$ cat config.mk
export PLATFORM = sky130hd
export DESIGN_NAME = iic_slave
export DESIGN_NICKNAME = d
export VERILOG_FILES = /design/src/rtl/iic_pkg.sv /design/src/rtl/iic_in_filter.sv /design/src/rtl/iic_slave.sv
export SDC_FILE = /design/constraint.sdc
export NUM_CORES = 1
export LEC_CHECK = 0
export ABC_AREA = 1
export CAP_MARGIN = 20
export CELL_PAD_IN_SITES_DETAIL_PLACEMENT = 2
export CELL_PAD_IN_SITES_GLOBAL_PLACEMENT = 2
export CORE_MARGIN = 2
export CORE_UTILIZATION = 30
export DETAILED_ROUTE_END_ITERATION = 7
export GPL_ROUTABILITY_DRIVEN = 0
export PLACE_DENSITY_LB_ADDON = 0.1
export SYNTH_ARGS = -nofsm -noshare
export SYNTH_HDL_FRONTEND = slang
export SYNTH_SLANG_ARGS = --single-unit
$ cat constraint.sdc
create_clock -name clk -period 1.8 [get_ports clk]
set_input_delay 0.54 -clock clk [delete_from_list [all_inputs] [get_ports clk]]
set_output_delay 0.54 -clock clk [all_outputs]
set_load 0.02 [all_outputs]
$ cat src/rtl/iic_pkg.sv
// Shared I2C definitions: FSM state encoding, ACK levels and pointer helpers.
// Used by iic_slave and by the IIC_CORE master.
package iic_pkg;

  typedef enum logic [2:0] {
    ST_IDLE      = 3'd0,
    ST_DEV_ADDR  = 3'd1,
    ST_REG_ADDR  = 3'd2,
    ST_WR_DATA   = 3'd3,
    ST_RD_DATA   = 3'd4,
    ST_WAIT_STOP = 3'd5
  } iic_state_e;

  localparam logic IIC_ACK  = 1'b0;
  localparam logic IIC_NACK = 1'b1;

  localparam int IIC_BIT_CNT_W = 4;

  // Pointer increment that wraps at 2^(8*nbytes); nbytes is 1 or 2.
  function automatic logic [15:0] ptr_inc(input logic [15:0] p, input int nbytes);
    logic [15:0] r;
    if (nbytes == 1) r = {8'h00, p[7:0] + 8'd1};
    else             r = p + 16'd1;
    return r;
  endfunction

endpackage

$ cat src/rtl/iic_in_filter.sv
// Pad conditioning for one I2C line: 2-FF synchronizer, FILT_LEN-sample
// equality filter (FILT_LEN >= 2) and registered rise/fall pulses.
module iic_in_filter #(
  parameter int FILT_LEN = 3
) (
  input  logic clk,
  input  logic rst_n,
  input  logic line_i,
  output logic line_o,
  output logic rise_o,
  output logic fall_o
);

  logic [1:0]          sync_q;
  logic [FILT_LEN-2:0] hist_q;
  logic [FILT_LEN-1:0] win;
  logic                out_q;
  logic                rise_q;
  logic                fall_q;

  // Window includes the freshest synchronized sample so pad-to-edge is 2+FILT_LEN.
  assign win = {hist_q, sync_q[1]};

  always_ff @(posedge clk or negedge rst_n) begin
    if (!rst_n) begin
      sync_q <= '1;
      hist_q <= '1;
      out_q  <= 1'b1;
      rise_q <= 1'b0;
      fall_q <= 1'b0;
    end else begin
      sync_q <= {sync_q[0], line_i};
      hist_q <= win[FILT_LEN-2:0];
      rise_q <= 1'b0;
      fall_q <= 1'b0;
      if ((&win) && !out_q) begin
        out_q  <= 1'b1;
        rise_q <= 1'b1;
      end else if (!(|win) && out_q) begin
        out_q  <= 1'b0;
        fall_q <= 1'b1;
      end
    end
  end

  assign line_o = out_q;
  assign rise_o = rise_q;
  assign fall_o = fall_q;

endmodule

$ cat src/rtl/iic_slave.sv
// I2C target: START/STOP decode, 7-bit address match, 1/2-byte register
// pointer and a synchronous register-file port. SDA is open-drain via sda_oe.
module iic_slave #(
  parameter logic [6:0] DEV_ADDR   = 7'h50,
  parameter int         ADDR_BYTES = 1,
  parameter int         FILT_LEN   = 3
) (
  input  logic        clk,
  input  logic        rst_n,
  input  logic        scl_i,
  input  logic        sda_i,
  output logic        sda_o,
  output logic        sda_oe,
  output logic [15:0] reg_addr,
  output logic [7:0]  reg_wdata,
  output logic        reg_we,
  output logic        reg_re,
  input  logic [7:0]  reg_rdata,
  output logic        busy,
  output logic        stop_det,
  output logic [2:0]  dbg_state_o
);
  import iic_pkg::*;

  logic scl_s, scl_rise, scl_fall;
  logic sda_s, sda_rise, sda_fall;
  logic start_c, stop_c;

  iic_in_filter #(.FILT_LEN(FILT_LEN)) u_scl_filt (
    .clk(clk), .rst_n(rst_n), .line_i(scl_i),
    .line_o(scl_s), .rise_o(scl_rise), .fall_o(scl_fall)
  );

  iic_in_filter #(.FILT_LEN(FILT_LEN)) u_sda_filt (
    .clk(clk), .rst_n(rst_n), .line_i(sda_i),
    .line_o(sda_s), .rise_o(sda_rise), .fall_o(sda_fall)
  );

  assign start_c = sda_fall & scl_s;
  assign stop_c  = sda_rise & scl_s;

  iic_state_e               state_q, state_d;
  logic [IIC_BIT_CNT_W-1:0] bit_cnt_q, bit_cnt_d;
  logic                     ack_ph_q, ack_ph_d;
  logic [7:0]               rx_q, rx_d, tx_q, tx_d, wdata_q, wdata_d;
  logic [15:0]              ptr_q, ptr_d;
  logic                     idx_q, idx_d, rd_q, rd_d, oe_q, oe_d;
  logic                     we_q, we_d, re_q, re_d, busy_q, busy_d, stop_q, stop_d;
  logic                     load_q;
  logic [7:0]               rx_byte;

  assign rx_byte = {rx_q[6:0], sda_s};

  always_ff @(posedge clk or negedge rst_n) begin
    if (!rst_n) begin
      state_q <= ST_IDLE;  bit_cnt_q <= '0;    ack_ph_q <= 1'b0;
      rx_q    <= '0;       tx_q      <= '0;    wdata_q  <= '0;
      ptr_q   <= '0;       idx_q     <= 1'b0;  rd_q     <= 1'b0;
      oe_q    <= 1'b0;     we_q      <= 1'b0;  re_q     <= 1'b0;
      busy_q  <= 1'b0;     stop_q    <= 1'b0;  load_q   <= 1'b0;
    end else begin
      state_q <= state_d;  bit_cnt_q <= bit_cnt_d; ack_ph_q <= ack_ph_d;
      rx_q    <= rx_d;     tx_q      <= tx_d;      wdata_q  <= wdata_d;
      ptr_q   <= ptr_d;    idx_q     <= idx_d;     rd_q     <= rd_d;
      oe_q    <= oe_d;     we_q      <= we_d;      re_q     <= re_d;
      busy_q  <= busy_d;   stop_q    <= stop_d;    load_q   <= re_q;
    end
  end

  always_comb begin
    state_d = state_q;  bit_cnt_d = bit_cnt_q; ack_ph_d = ack_ph_q;
    rx_d    = rx_q;     tx_d      = tx_q;      wdata_d  = wdata_q;
    ptr_d   = ptr_q;    idx_d     = idx_q;     rd_d     = rd_q;
    oe_d    = oe_q;     we_d      = 1'b0;      re_d     = 1'b0;
    busy_d  = busy_q;   stop_d    = 1'b0;
    // Bus conditions win over any SCL edge seen in the same cycle.
    if (stop_c) begin
      state_d = ST_IDLE; oe_d = 1'b0; busy_d = 1'b0; stop_d = 1'b1;
      bit_cnt_d = '0; ack_ph_d = 1'b0;
    end else if (start_c) begin
      state_d = ST_DEV_ADDR; oe_d = 1'b0; bit_cnt_d = '0; ack_ph_d = 1'b0;
    end else if (state_q inside {ST_DEV_ADDR, ST_REG_ADDR, ST_WR_DATA, ST_RD_DATA}) begin
      if (scl_rise) begin
        if (!ack_ph_q) begin
          if (bit_cnt_q != 4'd8) begin
            rx_d      = rx_byte;
            bit_cnt_d = bit_cnt_q + 4'd1;
          end
          if (bit_cnt_q == 4'd7) begin
            case (state_q)
              ST_DEV_ADDR: begin
                if (rx_byte[7:1] == DEV_ADDR) begin
                  busy_d = 1'b1; rd_d = rx_byte[0]; re_d = rx_byte[0];
                end else begin
                  state_d = ST_WAIT_STOP;
                end
              end
              ST_REG_ADDR: ptr_d = (ADDR_BYTES == 1) ? {8'h00, rx_byte} : {ptr_q[7:0], rx_byte};
              ST_WR_DATA: begin
                wdata_d = rx_byte; we_d = 1'b1;
              end
              default: ;
            endcase
          end
        end else if (state_q == ST_RD_DATA) begin
          if (sda_s == IIC_ACK) begin
            ptr_d = ptr_inc(ptr_q, ADDR_BYTES); re_d = 1'b1;
          end else begin
            state_d = ST_WAIT_STOP;
          end
        end
      end else if (scl_fall) begin
        if (!ack_ph_q && bit_cnt_q == 4'd8) begin
          // Enter the ACK slot: we ACK our own bytes, the master ACKs read bytes.
          ack_ph_d = 1'b1;
          oe_d     = (state_q != ST_RD_DATA);
        end else if (ack_ph_q) begin
          ack_ph_d = 1'b0; bit_cnt_d = '0; oe_d = 1'b0;
          case (state_q)
            ST_DEV_ADDR: begin
              if (rd_q) begin
                state_d = ST_RD_DATA; oe_d = ~tx_q[7];
              end else begin
                state_d = ST_REG_ADDR; idx_d = 1'b0;
              end
            end
            ST_REG_ADDR: begin
              if (int'(idx_q) == ADDR_BYTES - 1) state_d = ST_WR_DATA;
              else                               idx_d   = 1'b1;
            end
            ST_WR_DATA: ptr_d = ptr_inc(ptr_q, ADDR_BYTES);
            ST_RD_DATA: oe_d = ~tx_q[7];
            default: ;
          endcase
        end else if (state_q == ST_RD_DATA && bit_cnt_q != '0) begin
          tx_d = {tx_q[6:0], 1'b0};
          oe_d = ~tx_q[6];
        end
      end
    end
    if (load_q) tx_d = reg_rdata;
  end

  assign sda_o       = 1'b0;
  assign sda_oe      = oe_q;
  assign reg_addr    = ptr_q;
  assign reg_wdata   = wdata_q;
  assign reg_we      = we_q;
  assign reg_re      = re_q;
  assign busy        = busy_q;
  assign stop_det    = stop_q;
  assign dbg_state_o = state_q;

endmodule

# Word level (Yosys, flattened, before mapping)
# Cells that the tools add are included.
word_totals:
  regBits: 69
  latchBits: 0
  ram_bits: 0
  mem_bits_ro: 0
  out_inout_bits: 33
  word_cells: 215
  n_memories: 0
classes:
  addsub: 2
  n_mul: 0
  div: 0
  order_cmp: 0
  eq_ne: 28
  shifts: 0
  n_mux: 99
  n_bitwise: 9
  reduce_logical: 52
ops:
  columns: ["operator", "n"]
  rows:
  - ["$mux W16", 10]
  - ["$mux W8", 9]
  - ["$mux W1", 53]
  - ["$mux W3", 15]
  - ["$mux W4", 9]
  - ["$reduce_bool A2 Y1", 16]
  - ["$reduce_bool A4 Y1", 6]
  - ["$reduce_and A11 Y1", 2]
  - ["$ne A4 B4 Y1 const B", 4]
  - ["$reduce_and A8 Y1", 2]
  - ["$reduce_and A7 Y1", 2]
  - ["$ne A3 B3 Y1 const B", 4]
  - ["$reduce_and A6 Y1", 2]
  - ["$ne A2 B1 Y1 const B", 5]
  - ["$ne A5 B4 Y1 const B", 2]
  - ["$reduce_bool A5 Y1", 2]
  - ["$reduce_and A3 Y1", 3]
  - ["$reduce_and A9 Y1", 1]
  - ["$add A8 B1 Y8 const B", 1]
  - ["$ne A2 B2 Y1 const B", 4]
  - ["$eq A7 B7 Y1 const B", 1]
  - ["$not A1 Y1", 7]
  - ["$eq A3 B2 Y1 const B", 2]
  - ["$logic_and A1 B1 Y1", 6]
  - ["other kinds (14)", 22]

# Logic depth before layout (Yosys ltp)
# Gate-level depths: netlist of the first run.
logic_depth:
  word_depth: 11
  depth_mapped: 10

# Hierarchy
# Synthesis of the first run repeated with hierarchy kept, for this count alone.
hier_totals:
  hier_cells: 361
  hier_area_um2: 3064.2
modules_own_cells:
  columns: ["module", "n_inst", "cells_each", "area_each_um2", "seq_area_each_um2"]
  rows:
  - ["iic_slave", 1, 329, 2631.3, 1151.1]
  - ["iic_in_filter", 2, 16, 216.5, 181.4]

# Least setup slack after synthesis of the first run
# OpenSTA, ideal clock, no wires.
synth_timing:
  kind: "register -> register"
  from: "reg state_q[0] (netlist: dbg_state_o[0])"
  to: "reg tx_q[3]"
  setup_ns: 0.125
  t_arrival_ns: 1.320
  required_time_ns: 1.675
  path_slack_ns: 0.354
  stages_incl_launch_ff: 9
  path_buffers: 0
  synth_period_minus_slack_ns: 1.446
  cell_sequence: "dfrtp_1 > inv_1 > nand3_1 > inv_1 > nand2_1 > nor2_4 > nand2_2 > nand3_1 > nand3_1"
synth_between:
  elab_chain_cells: 4
  elab_cells_between_ends: 9
  classes_between: "eq/ne: 4; reduce/logical: 5"
synth_rtl:
  columns: ["item", "line_no", "rtl"]
  rows:
  - ["from (decl)", "iic_slave.sv:42", "iic_state_e state_q, state_d;"]
  - ["from (signal assigned)", "iic_slave.sv:62", "state_q <= state_d; bit_cnt_q <= bit_cnt_d; ack_ph_q <= ack_ph_d;"]
  - ["$eq A3 B1 Y1 (tied with other cells)", "iic_slave.sv:82", "end else if (state_q inside {ST_DEV_ADDR, ST_REG_ADDR, ST_WR_DATA, ST_RD_DATA}) begin"]
  - ["$reduce_bool A4 Y1 / $logic_and A1 B1 Y1 (equally long branches)", "iic_slave.sv:82, iic_slave.sv:135", null]
  - ["$reduce_bool A2 Y1 (no line)", null, null]
  - ["$reduce_and A8 Y1 (no line) (*)", null, null]
  - ["to (signal assigned)", "iic_slave.sv:63", "rx_q <= rx_d; tx_q <= tx_d; wdata_q <= wdata_d;"]
  - ["to (decl)", "iic_slave.sv:45", "logic [7:0] rx_q, rx_d, tx_q, tx_d, wdata_q, wdata_d;"]
# Mark *: on every way between the ends. The rest lies on a longest branch, timed or not.
# A chain may end at the register's enable or synchronous reset.

# Worst setup path in the final report of the first run
layout_timing:
  from: "reg state_q[1] (netlist: dbg_state_o[1])"
  to: "out dbg_state_o[1]"
layout_lines:
  columns: ["item", "line_no", "rtl"]
  rows:
  - ["to (decl)", "iic_slave.sv:21", "output logic [2:0] dbg_state_o"]
# No word-level cell between the ends.

==> impl_metrics.yaml, run 1 <==
die:
  die_area_mm2: 0.0107
  start_util_pct: 30.7
  rows: 36
  dieHeight_um: 104
  die-width_um: 104
  ioPinCount: 45
  core_area_mm2: 0.00968
sta:
  min_period_over_period_pct: 94.1
  final-hold-violation-count: 0
  rsz0062_at_grt: "no"
  tns_ns: 0
  max_freq_ghz: 0.591
  fin_crit_ns: 1.69
  maxSlewViolCount: 0
  finalSetupViolations: 0
  fin_skew_ns: 0.0155
worst_setup_path:
  cp.depth: 1
  path_max_fanout: 6
  crit_path_cell_trace: "dlygate4sd2_1"
  cp_data_arrival_time_ns: 1.15
  cp_slowest_cell: "dfrtp_1"
  crit_family: "flip-flops"
  critPathLaunchType: "flip-flop"
  cp_data_required_time_ns: 1.26
  worst_r2r_path_depth: 9
  crit_buf_inv: 1
  criticalPathCategory: "reg2out"
  end_kind: "primary output"
  cpPeakStageDelay_ns: 0.45
synthesis:
  yosysTopAreaCell: "dfrtp_1"
  synthMuxAreaShare_pct: 0.337
  yosys_warnings: 0
  ys_async_sr_fraction_pct: 100
  avgSynthCellArea_um2: 8.23
  synth-simple-area-share_pct: 29.9
  yosys-top-cells-area: "dfrtp_1 (42%), nand2_1 (13%), dfstp_2 (8.8%)"
  yosysSeqAreaShare_pct: 50.9
  synth-main-ff-cell: "dfrtp_1"
  synth_compound_area_share_pct: 8.55
  syn-cell-area_mm2: 0.00297
  synth_top_area_share_pct: 42.1
  synth_top_family_by_area: "simple AND/OR/NAND/NOR gates"
  synth-xor-area-share_pct: 0.589
  ys_ff_latch: 60
  synth_adder_area_share_pct: 1.26
  synth_edf_count: 0
  ys_types: 32
  syn_inst: 361
flow_run:
  cap_violations: 0
cts:
  htree_levels: 3
  clkLatencyLatePin_ns: 0.35
  cts_setup_buffers: 0
  cts_buffers: 9
  root_buffer: "clkbuf_8"
  clockBufferDepth: 2
  cts_sinks: 60
  clk_pin_slew_ns: 0.08
  cts_tree: "done"
  cts.hold.buffers_added: 0
drt:
  ant_nets: 0
  met2WireLength_mm: 4.17
  met3_length_um: 182
  first_pass_iters: 4
  wl_met1_mm: 3.94
  post-route-drc-count: 0
  vias: 2578
  wl_per_cell_um: 15.3
  viasPerCell: 4.67
  wl_mm: 8.42
  drt_iter0_drc: 61
  routed.top_layer: "met4"
finish:
  final_nets: 429
  multiInputGateArea_mm2: 0.00126
  regArea_mm2: 0.00151
  area.growth.synth_to_final_pct: 25.5
  diodes: 0
  drive_gt1_share_pct: 16.7
  fillers: 1144
  final_util_pct: 38.5
  fin_cells: 552
grt:
  grt-ovfl-total: 0
  grt_pass1_wl_mm: 14.8
  grt_pass1_vias: 2926
  antenna_found_initial: 0
  grt_max_degree: 61
  track_usage_pct: 17.3
power_and_ir_drop:
  p_total_mw: 3.90
  power.leakage_nw: 1.85
  ir_drop_mv: 0.328
  p_per_area_mw_per_mm2: 1050
status:
  status: "finished, final reports clean"
worst_hold_path:
  hold_path_class: "in2async"
placed_design:
  portBuffers: 35
  dpl.hpwl_mm: 6.16
  placed_cells: 536
## per-stage QoR
| step | setup slack (ns) | area (µm²) | hold WS [ns] |
|---|---|---|---|
| 3_3_place_gp | 0.159 | 3540 | 0.346 |
| 5_1_grt | 0.00949 | 3730 | 0.204 |
| 4_1_cts | 0.0521 | 3710 | 0.192 |
| 3_5_place_dp | 0.0301 | 3540 | 0.350 |
| 6_report | 0.107 | 3730 | 0.186 |
| 2_1_floorplan | 0.354 | 3000 | 0.244 |
## layout make-up
class / instances / share of cell area (%)
sequential: 60 / 40.6
clock buffer: 10 / 3.99
timing repair buffer: 49 / 11.9
inverter: 37 / 3.72
multi-input combinational: 257 / 33.9
tap: 133 / 4.46
clock inverter: 6 / 1.38
## path summary, 6_finish.rpt
kind,start,end,slack (ns)
min,rst_n,dbg_state_o[2],0.19
min reg2reg,u_sda_filt.sync_q[0],u_sda_filt.sync_q[1],0.36
max in group asynchronous,rst_n,u_scl_filt.sync_q[0],1.30
max,dbg_state_o[1],dbg_state_o[1],0.11
min in group clk,u_sda_filt.sync_q[0],u_sda_filt.sync_q[1],0.36
max reg2reg,u_scl_filt.line_o,tx_q[5],0.17
## Yosys cell counts (all sizes together) (2+ instances only)
| library cell | number |
|---|---|
| o21ai | 35 |
| nor4 | 2 |
| nand4 | 8 |
| buf | 14 |
| a21oi | 6 |
| o22ai | 2 |
| nand2 | 112 |
| xor2 | 2 |
| ha | 3 |
| dfstp | 10 |
| dfrtp | 50 |
| nor3 | 4 |
| nand3 | 39 |
| inv | 37 |
| nor2 | 30 |
## cell families after synthesis
kind of cell / after synthesis
adder cells (fa/ha/maj): 3
other: 1
flip-flops: 60
AND/OR/NAND/NOR: 198
buffers and inverters: 52
multiplexers: 1
AO/OA/AOI/OAI: 44
XOR/XNOR: 2
## repair_timing
| item | in CTS | in global routing |
|---|---|---|
| gates resized for setup | 24 | 7 |
| pin swaps | 0 | 1 |
| setup endpoints to repair | 24 | 20 |
## state kept, by name, indices dropped and copies added (netlist names), 2 cells and up
signal and flops:
reg_addr 8, reg_wdata 8, tx_q 8, rx_q 7, bit_cnt_q 4, dbg_state_o 3, u_scl_filt.hist_q 2, u_scl_filt.sync_q 2
u_sda_filt.hist_q 2, u_sda_filt.sync_q 2
## power by group
group / internal [mW] / leakage, nW / switching (mW)
Sequential: 1.52 / 0.758 / 0.122
Clock: 0.602 / 0.0990 / 0.628
Combinational: 0.353 / 0.994 / 0.671
## metal layers
| layer | track usage (%) | vias to the layer above |
|---|---|---|
| met3 | 3.21 | 9 |
| met4 | 6.08 | 0 |
| li1 | - | 1252 |
| met5 | 0 | - |
| met1 | 22.2 | 1287 |
| met2 | 29.3 | 30 |
## cell usage in the layout (no fill, tap or decap), types with 2 or more instances in the layout
cell             synthesis  routed
nand2_1                106     105
dfrtp_1                 50      50
nand3_1                 39      38
inv_1                   34      34
dlygate4sd2_1            0      24
nor2_1                  23      23
o21ai_0                 24      22
buf_4                   11      12
clkdlybuf4s50_1          0      10
dfstp_2                 10      10
conb_1                   1       9
clkbuf_8                 0       9
o21ai_2                  7       8
nand4_1                  8       8
nand2_2                  6       7
nor2_4                   5       5
o21ai_1                  4       5
a21oi_1                  5       5
nor3_1                   4       4
inv_2                    3       3
inv_6                    0       3
nor4_1                   2       2
nor2_2                   2       2
xor2_1                   2       2
o22ai_1                  2       2
ha_1                     3       2
clkinv_4                 0       2
buf_12                   0       2
Note: power is estimated with default switching activity, not from simulation.
==> run 2, diff against run 1 <==
==> constraint.sdc (replaced) <==
create_clock -name clk -period 2.2 [get_ports clk]
set_input_delay 0.66 -clock clk [delete_from_list [all_inputs] [get_ports clk]]
set_output_delay 0.66 -clock clk [all_outputs]
set_load 0.02 [all_outputs]
==> impl_metrics.yaml, run 2 (synthesis results as in run 1) <==
worst_setup_path:
  critPathLaunchType: "flip-flop"
  crit_family: "buffers and inverters"
  cpPeakStageDelay_ns: 0.65
  cp_slowest_cell: "clkdlybuf4s50_1"
  end_kind: "primary output"
  cp_data_required_time_ns: 1.54
  criticalPathCategory: "reg2out"
  path_max_fanout: 6
  cp_data_arrival_time_ns: 1.46
  crit_path_cell_trace: "clkdlybuf4s50_1"
  crit_buf_inv: 1
power_and_ir_drop:
  ir_drop_mv: 0.299
  p_per_area_mw_per_mm2: 827
  p_total_mw: 3.00
  power.leakage_nw: 1.67
sta:
  maxSlewViolCount: 0
  layout_setup_ws_ns: 0.0762
  slew_headroom_pct: 53.7
  hold_slack_ns: 0.235
  fin_crit_ns: 2.12
  min_period_over_period_pct: 96.5
  tns_ns: 0
  fin_skew_ns: 0.00948
  worst_pin_slew_ns: 0.692
  rsz0062_at_grt: "no"
  finalSetupViolations: 0
  max_freq_ghz: 0.471
  final-hold-violation-count: 0
grt:
  grt_max_degree: 21
  antenna_found_initial: 0
  grt_pass1_wl_mm: 14.3
  grt-ovfl-total: 0
  track_usage_pct: 16.9
  grt_pass1_vias: 2839
cts:
  root_buffer: "clkbuf_8"
  clockBufferDepth: 2
  clkLatencyLatePin_ns: 0.35
  clk_pin_slew_ns: 0.07
  htree_levels: 3
  cts_setup_buffers: 0
  cts_buffers: 9
  cts_sinks: 60
  cts_tree: "done"
  ctsResizeCount: 0
  cts.hold.buffers_added: 0
drt:
  met2WireLength_mm: 3.97
  ant_nets: 0
  routed.top_layer: "met4"
  met3_length_um: 209
  viasPerCell: 4.70
  drt_iter0_drc: 66
  wl_mm: 8.21
  vias: 2545
  wl_met1_mm: 3.92
  first_pass_iters: 2
  wl_per_cell_um: 15.2
  post-route-drc-count: 0
flow_run:
  cap_violations: 0
die:
  start_util_pct: 30.7
  ioPinCount: 45
  core_area_mm2: 0.00968
  dieHeight_um: 104
  die-width_um: 104
  rows: 36
  die_area_mm2: 0.0107
finish:
  area.growth.synth_to_final_pct: 22.3
  final_cell_mix: "nand2_1 (106), dfrtp_1 (50), nand3_1 (39), inv_1 (34), clkdlybuf4s50_1 (34)"
  final_common_cell: "nand2_1"
  drive_gt1_share_pct: 13.2
  final_nets: 418
  diodes: 0
  fin_cells: 541
status:
  status: "finished, final reports clean"
placed_design:
  dpl.hpwl_mm: 6.17
  placed_cells: 525
  place_ws_ns: 0.364
  portBuffers: 35
worst_hold_path:
  hold_path_class: "in2async"
## run 2: changes by cell type in the layout (fill, tap and decap cells not counted), moves of 2 or more
cell / previous run / this run
dlygate4sd2_1: 24 / 0
clkdlybuf4s50_1: 10 / 34
inv_6: 3 / 0
buf_4: 12 / 1
o21ai_0: 22 / 24
## run 2: layout make-up
class | count | area (µm²)
Clock inverter | 5 | 37.5
Timing Repair Buffer | 38 | 393
Inverter | 37 | 139
Tap cell | 133 | 166
Sequential cell | 60 | 1510
Multi-Input combinational cell | 257 | 1240
Clock buffer | 11 | 141
Fill cell | 1118 | 6050
## run 2: metrics by stage
step / cell area (µm²) / util [%]
CTS: 3630 / 37.5
detailed placement: 3450 / 35.7
floorplan: 3000 / -
finish: 3630 / 37.5
global route: 3630 / 37.5
global placement: 3450 / 35.7
## run 2: power by group
part           switching (mW)  total (mW)  internal (mW)
registers               0.138        1.38           1.25
clock network           0.463       0.903          0.440
logic                   0.462       0.719          0.257
total                    1.06        3.00           1.94
## run 2: worst paths after layout
| path | start | endpoint | slack (ns) | cells past startpoint |
|---|---|---|---|---|
| max | reg_addr[2] | reg_addr[2] | 0.08 | 1 |
| min | rst_n | busy | 0.24 | 1 |
| max reg2reg | u_scl_filt.line_o | reg_wdata[5] | 0.39 | 7 |
| min reg2reg | u_sda_filt.sync_q[0] | u_sda_filt.sync_q[1] | 0.36 | 0 |
| max in group asynchronous | rst_n | u_sda_filt.sync_q[0] | 1.38 | 2 |
| min in group clk | u_sda_filt.sync_q[0] | u_sda_filt.sync_q[1] | 0.36 | 0 |
## run 2: per-layer routing
layer / vias to the layer above / global-route usage, %
met5: - / 0
li1: 1234 / -
met4: 0 / 7.24
met3: 8 / 3.84
met1: 1271 / 22.1
met2: 32 / 27.0
